File: src/rtl/io_led_seq_pkg.sv
// Shared definitions for the LED pattern sequencer: register map, CTRL layout,
// FSM state type and the packed/expanded LED pattern conversions.
package io_led_seq_pkg;

    localparam int unsigned ADR_W  = 14;
    localparam int unsigned DATA_W = 32;
    localparam int unsigned CNT_W  = 24;
    localparam int unsigned IDX_W  = 3;
    localparam int unsigned PAT_N  = 8;
    localparam int unsigned PAT_W  = 12;

    // Word offsets from the block's base address
    localparam logic [ADR_W-1:0] OFS_CTRL     = 14'd0;
    localparam logic [ADR_W-1:0] OFS_INTERVAL = 14'd1;
    localparam logic [ADR_W-1:0] OFS_STATUS   = 14'd2;
    localparam logic [ADR_W-1:0] OFS_PAT0     = 14'd4;
    localparam logic [ADR_W-1:0] OFS_PAT_LAST = 14'd11;

    localparam int unsigned CTRL_EN_BIT      = 0;
    localparam int unsigned CTRL_ONESHOT_BIT = 1;
    localparam int unsigned CTRL_LAST_LSB    = 4;

    typedef enum logic [1:0] {
        ST_IDLE  = 2'd0,
        ST_ISSUE = 2'd1,
        ST_WAIT  = 2'd2
    } seq_state_e;

    typedef struct packed {
        logic [IDX_W-1:0] last;
        logic             oneshot;
        logic             en;
    } ctrl_t;

    function automatic ctrl_t ctrl_from_word(input logic [DATA_W-1:0] w);
        ctrl_t c;
        c.last    = w[CTRL_LAST_LSB +: IDX_W];
        c.oneshot = w[CTRL_ONESHOT_BIT];
        c.en      = w[CTRL_EN_BIT];
        return c;
    endfunction

    function automatic logic [DATA_W-1:0] ctrl_to_word(input ctrl_t c);
        return {25'd0, c.last, 2'd0, c.oneshot, c.en};
    endfunction

    function automatic logic [DATA_W-1:0] status_word(input logic busy,
                                                      input logic [IDX_W-1:0] idx);
        return {25'd0, idx, 3'd0, busy};
    endfunction

    // Four 3-bit LED fields live on nibble boundaries of the bus word
    function automatic logic [PAT_W-1:0] led_pack(input logic [DATA_W-1:0] w);
        return {w[14:12], w[10:8], w[6:4], w[2:0]};
    endfunction

    function automatic logic [DATA_W-1:0] led_unpack(input logic [PAT_W-1:0] p);
        return {17'd0, p[11:9], 1'b0, p[8:6], 1'b0, p[5:3], 1'b0, p[2:0]};
    endfunction

endpackage

File: src/rtl/io_led_seq_timer.sv
// Step hold-time counter: cleared on load, counts while enabled, flags the
// cycle on which the count reaches the terminal value.
module io_led_seq_timer
    import io_led_seq_pkg::*;
(
    input  logic             clk,
    input  logic             rst_n,
    input  logic             load,
    input  logic             en,
    input  logic [CNT_W-1:0] term,
    output logic             tc_c
);

    logic [CNT_W-1:0] count;

    always_ff @(posedge clk or negedge rst_n) begin
        if (!rst_n) begin
            count <= '0;
        end else if (load) begin
            count <= '0;
        end else if (en) begin
            count <= count + CNT_W'(1);
        end
    end

    assign tc_c = en && (count == term);

endmodule

File: src/rtl/io_led_seq.sv
// LED pattern sequencer sitting on the CPU IO write path: passes CPU traffic
// through untouched and injects periodic LED register writes in idle slots.
module io_led_seq
    import io_led_seq_pkg::*;
#(
    parameter logic [ADR_W-1:0] SYS_LED_ADR  = 14'h3F80,
    parameter logic [ADR_W-1:0] SEQ_BASE_ADR = 14'h3F84
) (
    input  logic              clk,
    input  logic              rst_n,
    input  logic              cpu_io_we,
    input  logic [ADR_W-1:0]  cpu_io_wadr,
    input  logic [DATA_W-1:0] cpu_io_wdata,
    input  logic [ADR_W-1:0]  cpu_io_radr,
    output logic              dma_io_we,
    output logic [ADR_W-1:0]  dma_io_wadr,
    output logic [DATA_W-1:0] dma_io_wdata,
    output logic [ADR_W-1:0]  dma_io_radr,
    input  logic [DATA_W-1:0] dma_io_rdata_in,
    output logic [DATA_W-1:0] dma_io_rdata,
    output logic              seq_busy
);

    seq_state_e       state;
    ctrl_t            ctrl;
    logic [CNT_W-1:0] interval;
    logic [PAT_W-1:0] pat [PAT_N];
    logic [IDX_W-1:0] idx;

    logic [ADR_W-1:0] wofs;
    logic [ADR_W-1:0] rofs;
    logic             wr_ctrl;
    logic             wr_interval;
    logic             wr_pat;
    logic [IDX_W-1:0] wr_pat_idx;
    logic [IDX_W-1:0] rd_pat_idx;
    logic [IDX_W-1:0] idx_next;
    logic [CNT_W-1:0] term;
    logic             seq_fire;
    logic             tc;

    // Offsets wrap modulo 2^14, so addresses below the base never alias a register
    assign wofs        = cpu_io_wadr - SEQ_BASE_ADR;
    assign rofs        = cpu_io_radr - SEQ_BASE_ADR;
    assign wr_ctrl     = cpu_io_we && (wofs == OFS_CTRL);
    assign wr_interval = cpu_io_we && (wofs == OFS_INTERVAL);
    assign wr_pat      = cpu_io_we && (wofs >= OFS_PAT0) && (wofs <= OFS_PAT_LAST);
    assign wr_pat_idx  = IDX_W'(wofs - OFS_PAT0);
    assign rd_pat_idx  = IDX_W'(rofs - OFS_PAT0);

    assign idx_next = (idx == ctrl.last) ? '0 : idx + IDX_W'(1);
    assign term     = (interval == '0) ? '0 : interval - CNT_W'(1);
    assign seq_fire = (state == ST_ISSUE) && !cpu_io_we;

    io_led_seq_timer u_timer (
        .clk   (clk),
        .rst_n (rst_n),
        .load  (seq_fire),
        .en    (state == ST_WAIT),
        .term  (term),
        .tc_c  (tc)
    );

    always_ff @(posedge clk or negedge rst_n) begin
        if (!rst_n) begin
            for (int i = 0; i < int'(PAT_N); i++) begin
                pat[i] <= '0;
            end
        end else if (wr_pat) begin
            pat[wr_pat_idx] <= led_pack(cpu_io_wdata);
        end
    end

    // Control registers and sequencer FSM; a CPU write clearing EN overrides everything
    always_ff @(posedge clk or negedge rst_n) begin
        if (!rst_n) begin
            state    <= ST_IDLE;
            ctrl     <= '0;
            interval <= '0;
            idx      <= '0;
        end else begin
            if (wr_interval) begin
                interval <= cpu_io_wdata[CNT_W-1:0];
            end
            if (wr_ctrl) begin
                ctrl <= ctrl_from_word(cpu_io_wdata);
            end
            if (wr_ctrl && !cpu_io_wdata[CTRL_EN_BIT]) begin
                state <= ST_IDLE;
                idx   <= '0;
            end else begin
                case (state)
                    ST_IDLE: begin
                        if (wr_ctrl) begin
                            state <= ST_ISSUE;
                            idx   <= '0;
                        end
                    end
                    ST_ISSUE: begin
                        if (!cpu_io_we) begin
                            if (ctrl.oneshot && (idx == ctrl.last)) begin
                                ctrl.en <= 1'b0;
                                state   <= ST_IDLE;
                                idx     <= '0;
                            end else begin
                                state <= ST_WAIT;
                            end
                        end
                    end
                    ST_WAIT: begin
                        if (tc) begin
                            idx   <= idx_next;
                            state <= ST_ISSUE;
                        end
                    end
                    default: state <= ST_IDLE;
                endcase
            end
        end
    end

    // CPU writes always win the shared write port
    assign dma_io_we    = cpu_io_we | seq_fire;
    assign dma_io_wadr  = seq_fire ? SYS_LED_ADR : cpu_io_wadr;
    assign dma_io_wdata = seq_fire ? led_unpack(pat[idx]) : cpu_io_wdata;
    assign dma_io_radr  = cpu_io_radr;
    assign seq_busy     = (state != ST_IDLE);

    always_comb begin
        dma_io_rdata = dma_io_rdata_in;
        if (rofs == OFS_CTRL) begin
            dma_io_rdata = ctrl_to_word(ctrl);
        end else if (rofs == OFS_INTERVAL) begin
            dma_io_rdata = DATA_W'(interval);
        end else if (rofs == OFS_STATUS) begin
            dma_io_rdata = status_word(seq_busy, idx);
        end else if ((rofs >= OFS_PAT0) && (rofs <= OFS_PAT_LAST)) begin
            dma_io_rdata = led_unpack(pat[rd_pat_idx]);
        end
    end

endmodule

File: config.mk
export PLATFORM = sky130hd
export DESIGN_NAME = io_led_seq
export DESIGN_NICKNAME = d
export VERILOG_FILES = /design/src/rtl/io_led_seq_pkg.sv /design/src/rtl/io_led_seq_timer.sv /design/src/rtl/io_led_seq.sv
export SDC_FILE = /design/constraint.sdc
export NUM_CORES = 1
export LEC_CHECK = 0
export ABC_AREA = 1
export CORE_ASPECT_RATIO = 1.75
export CORE_MARGIN = 2
export CORE_UTILIZATION = 53
export CTS_BUF_LIST = sky130_fd_sc_hd__clkbuf_4
export DETAILED_ROUTE_END_ITERATION = 8
export PLACE_DENSITY = 0.81
export SLEW_MARGIN = 20
export SYNTH_ARGS = -nofsm -noshare
export SYNTH_HDL_FRONTEND = slang
export SYNTH_SLANG_ARGS = --single-unit
File: constraint.sdc
create_clock -name clk -period 2.81 [get_ports clk]
set_input_delay 0.562 -clock clk [delete_from_list [all_inputs] [get_ports clk]]
set_output_delay 0.562 -clock clk [all_outputs]
set_load 0.005 [all_outputs]
# Yosys cells after proc, flatten, opt, wreduce, memory -nomap -nowiden
# Index checks and enable logic that the tools add are counted.
# W data, S select, Z words.
# totals
regBits,154
in_bits,95
# classes
add_sub_neg,7
magnitude_cmp,8
n_eq_ne,11
mux,36
n_bitwise,4
n_reduce_logical,21
# ops
op,count
$mux W32,5
$bwmux W96,1
$bmux W12 S3,2
$mux W24,3
$mux W12,5
$demux W12 S3,1
$eq A14 B1 Y1 const B,2
$ge A14 B3 Y1 const B,2
$le A14 B4 Y1 const B,2
$logic_not A14 Y1,2
$sub A14 B14 Y14 const B,2
$add A24 B1 Y24 const B,1
$eq A24 B24 Y1,1
$logic_not A24 Y1,1
$sub A24 B1 Y24 const B,1
$mux W3,6
$eq A14 B2 Y1 const B,1
$mux W14,1
$ge A4 B4 Y1 const B,3
$not A3 Y4,3
$logic_and A1 B1 Y1,10
$mux W2,5
$pmux W3 S3,1
$ne A3 B3 Y1 const B,2
17 further kinds,24

# Logic depth before layout (Yosys ltp)
# logic_depth
depth_word,10
mapped_depth,18
mapped_depth_nobuf,18

# By module
# A second synthesis with hierarchy kept.
# unflattened
cells_unflattened,1619
area_unflattened_um2,10860.4
# by_module_without_submodules
mod,n_inst,cells_each,area_per_inst_um2,seq_area_each_um2
io_led_seq,1,1323,9083.7,3253.1
io_led_seq_timer,1,296,1776.7,600.6

# Worst setup path before layout
# Ideal clock, no wire load.
# synth_timing
kind,input-to-output
from,input port cpu_io_radr[3]
to,output port dma_io_rdata[20]
t_arrival_ns,2.162
t_required_ns,2.248
slack_ns,0.086
path_stages,10
cell_sequence,nor2_2 -> nand2_1 -> o21ai_2 -> inv_2 -> o41ai_4 -> nand3b_4 -> nor2_8 -> buf_6 -> nand2_1 -> a21oi_1
# synth_between
elab_chain_len,7
# synth_rtl
item,line,source
start: declaration,io_led_seq.sv:14,"input logic [ADR_W-1:0] cpu_io_radr,"
$sub A14 B14 Y14 (*),io_led_seq.sv:44,assign rofs = cpu_io_radr - SEQ_BASE_ADR;
$ge A14 B3 Y1 / $le A14 B4 Y1 (equally long branches),io_led_seq.sv:137,end else if ((rofs >= OFS_PAT0) && (rofs <= OFS_PAT_LAST)) begin
$logic_and A1 B1 Y1,io_led_seq.sv:137,
$mux W32,io_led_seq.sv:137,
$mux W32,io_led_seq.sv:135,end else if (rofs == OFS_STATUS) begin
$mux W32,io_led_seq.sv:133,end else if (rofs == OFS_INTERVAL) begin
$mux W32 (*),io_led_seq.sv:131,if (rofs == OFS_CTRL) begin
end: declaration,io_led_seq.sv:20,"output logic [DATA_W-1:0] dma_io_rdata,"
# Mark *: on every way between the ends. The rest lies on a longest branch, timed or not.

# Final worst setup path
# layout_timing
from,input port cpu_io_radr[3]
to,output port dma_io_rdata[27]
# Same word-level chain as after synthesis.

==> results.ini <==
[clock_network]
worstSkewPairLatency_ps = 640
cts_sinks = 154
htreeDepth = 4
cts_tree = done
cts_root_buf = clkbuf_4
numCtsBuffers = 17
clk_pin_slew_ps = 160
clk_path_buf_depth = 2

[timing]
hold_viol = 0
setup_tns_ps = -9400
slew_viol_final = 0
min_period_over_period = 1.13
fin_crit_ps = 3170
final-setup-viol-count = 32
finClkSkew_ps = 28.4
max_freq_ghz = 0.316
fin_ws_ps = -358
rsz0062_at_grt = true
worst_pin_slew_ps = 1030
max_slew_margin = 0.310

[power_and_ir_drop]
leakage_uw = 0.00707
combPwrFrac = 0.398
clkPwrFrac = 0.214
powerDensity_nw_per_um2 = 438
intPower_uw = 3810
ir_drop_mv = 0.366
power.switching_uw = 2470
p_seq_frac = 0.387
sw_frac_of_total = 0.393
power_uw = 6280

[cells_and_area]
instances_no_fill = 2013
seqCellArea_um2 = 3860
multiInputGateArea_um2 = 5910
fin_nets = 1856
syn2layout_area_growth_pct = 40.4
fillers = 1375
drive_above_1_share = 0.233
fin_util = 0.753

[synthesis]
ys.warnings.count = 0
syn_area_um2 = 10200
synth_flop_cell = dfrtp_1
synthCells = 1479
avgSynthCellArea_um2 = 6.90
ys_async_sr_fraction = 1.00
ys_ff_latch = 154
ys_seq_area_frac = 0.378
synth_nets = 1577
synthDistinctLibCells = 48
synth_edf_count = 0

[drt]
antenna_left = 0
viasPerCell = 6.15
vias = 12400
first_iter_violations = 1662
firstDrtPassIters = 9
routed_wl_mm = 40.7
wire_per_inst_um = 20.2
route.detailed.drc = 9

[floorplan]
chipHeight_um = 188
die_area_um2 = 20400
placementRows = 67
die_w_um = 109
start_util = 0.536
pin_count = 189
fp.coreArea_um2 = 19000

[worst_setup_path]
required_ps = 2250
cp.arrival_ps = 2610
cp-end-kind = output port
cp-start-kind = input port
crit_type = in2out
cp-startpoint = cpu_io_radr[3]
worstPathMaxFanout = 7
regToRegStartpoint = interval[1]

[global_routing]
grt_pass1_vias = 11800
antenna_found_initial = 1
gr-total-overflow = 0
grt_use_total = 0.379
grt_max_degree = 74
grt_pass1_wl_mm = 60.0

[outcome]
failed_checks = design-rule violations, negative setup slack
status = finished, violations left

[worst_hold_path]
min_path_type = in2async

[place]
place_congestion = 0.956
place_inst = 1925
io_buffers = 188
place_ws_ps = -1130
hpwl_mm = 26.4

[flow_run]
maxCapViolCount = 0

-- metrics by stage --
step | area (um2) | hold slack [ps]
CTS | 13800 | 511
global route | 14300 | 545
floorplan | 10200 | 266
detailed placement | 13000 | 479
global placement | 13000 | 466
finish | 14300 | 485
-- power by group through the flow --
stage | Sequential [uW] | Combinational, uW | Clock (uW)
global placement | 2460 | 2110 | 0
CTS | 2430 | 2280 | 1330
finish | 2430 | 2500 | 1350
global route | 2450 | 2740 | 1420
floorplan | 2440 | 1150 | 0
detailed placement | 2470 | 2150 | 0
-- state kept, by name, summed over array words and instances, names as in the netlist --
register,count
state,2
pat,96
u_timer.count,24
idx,3
interval,24
ctrl,5
-- worst max-delay path, stage by stage --
cell	delay [ps]
buf_8	100
nor2_4	130
nand2_2	90
o21ai_2	190
buf_4	150
a21o_1	130
nor4_2	60
buf_4	150
nand2_4	90
buf_12	170
clkinv_16	80
nor2_4	130
buf_12	140
buf_12	140
nand2_2	40
nor2_1	100
buf_2	140
-- logic make-up after synthesis --
family,count (synthesis),share of synthesized area
compound gates,365,0.202
fa+ha+maj,3,0.00368
flops,154,0.378
xor+xnor,11,0.00944
simple gates,685,0.291
buf+inv,246,0.100
mux,15,0.0162
-- layout by cell type (no fill, tap or decap), types with 20 or more instances in the layout --
master / n
inv_1: 140
buf_2: 31
o221ai_1: 21
a21oi_2: 20
o22ai_1: 37
dfrtp_1: 151
clkdlybuf4s50_1: 95
buf_12: 23
o21ai_0: 108
nor2_1: 125
buf_6: 28
nand2_1: 333
nand3_1: 82
nand4_1: 36
dlygate4sd2_1: 29
nand2_2: 26
a21oi_1: 28
buf_4: 107
o21ai_1: 99
-- final timing paths --
check | end | slack (ps) | depth (start not counted)
worst max-delay path | dma_io_rdata[27] | -360 | 17
worst min-delay path | interval[22] | 490 | 2
worst max register to register | idx[2] | 220 | 16
worst min register to register | pat[51] | 520 | 2
max in group asynchronous | pat[77] | 1570 | 3
min in group clk | pat[51] | 520 | 2
-- layout make-up --
cell class                      count  area share
Antenna cell                        1    0.000175
Clock inverter                     14     0.00890
Timing Repair Buffer              347       0.234
Clock buffer                       18     0.00943
Inverter                          155      0.0429
Timing Repair inverter              2     0.00192
Sequential cell                   154       0.269
Multi-Input combinational cell   1081       0.412
Tap cell                          241      0.0210
-- synthesized netlist by cell type, types with 2 or more instances --
master | count | area (um2)
nor3_1 | 16 | 80.1
a22oi_1 | 10 | 75.1
o31ai_1 | 2 | 15.0
xor2_1 | 7 | 61.3
o22ai_1 | 37 | 231
ha_1 | 3 | 37.5
or2_2 | 4 | 25.0
o221ai_1 | 21 | 184
o21ai_0 | 131 | 656
nor2_2 | 7 | 43.8
nand2_1 | 368 | 1380
clkbuf_1 | 47 | 176
o211ai_1 | 7 | 52.6
inv_1 | 152 | 571
nand2_2 | 2 | 12.5
buf_4 | 16 | 120
xnor2_1 | 4 | 35.0
o21ai_1 | 98 | 490
buf_2 | 23 | 115
mux2i_1 | 3 | 30.0
a31oi_1 | 3 | 18.8
nand4_1 | 36 | 225
mux2_2 | 12 | 135
o21bai_1 | 2 | 15.0
nor2_1 | 138 | 518
nor2_4 | 2 | 22.5
dfrtp_1 | 154 | 3850
a21oi_1 | 49 | 245
nor4_1 | 5 | 31.3
nand3_1 | 92 | 460
buf_1 | 3 | 11.3
nand3_2 | 9 | 90.1
-- timing repair --
action | in CTS | in global routing
endpoints found under the setup margin | 75 | 61
cloned | 5 | 4
hold buffers | 1 | 0
buffers inserted | 35 | 12
pin swaps | 44 | 56
endpoints found under the hold margin | 37 | 0
gates resized for setup | 330 | 147
-- per-layer routing --
metal / wire length [um] / up-vias / global-route usage
li1: - / 5523 / -
met5: 0 / - / 0
met4: 3770 / 0 / 0.280
met1: 13400 / 5629 / 0.429
met2: 19600 / 878 / 0.616
met3: 3900 / 340 / 0.0806
No activity file was read; power rests on OpenSTA's default activity.
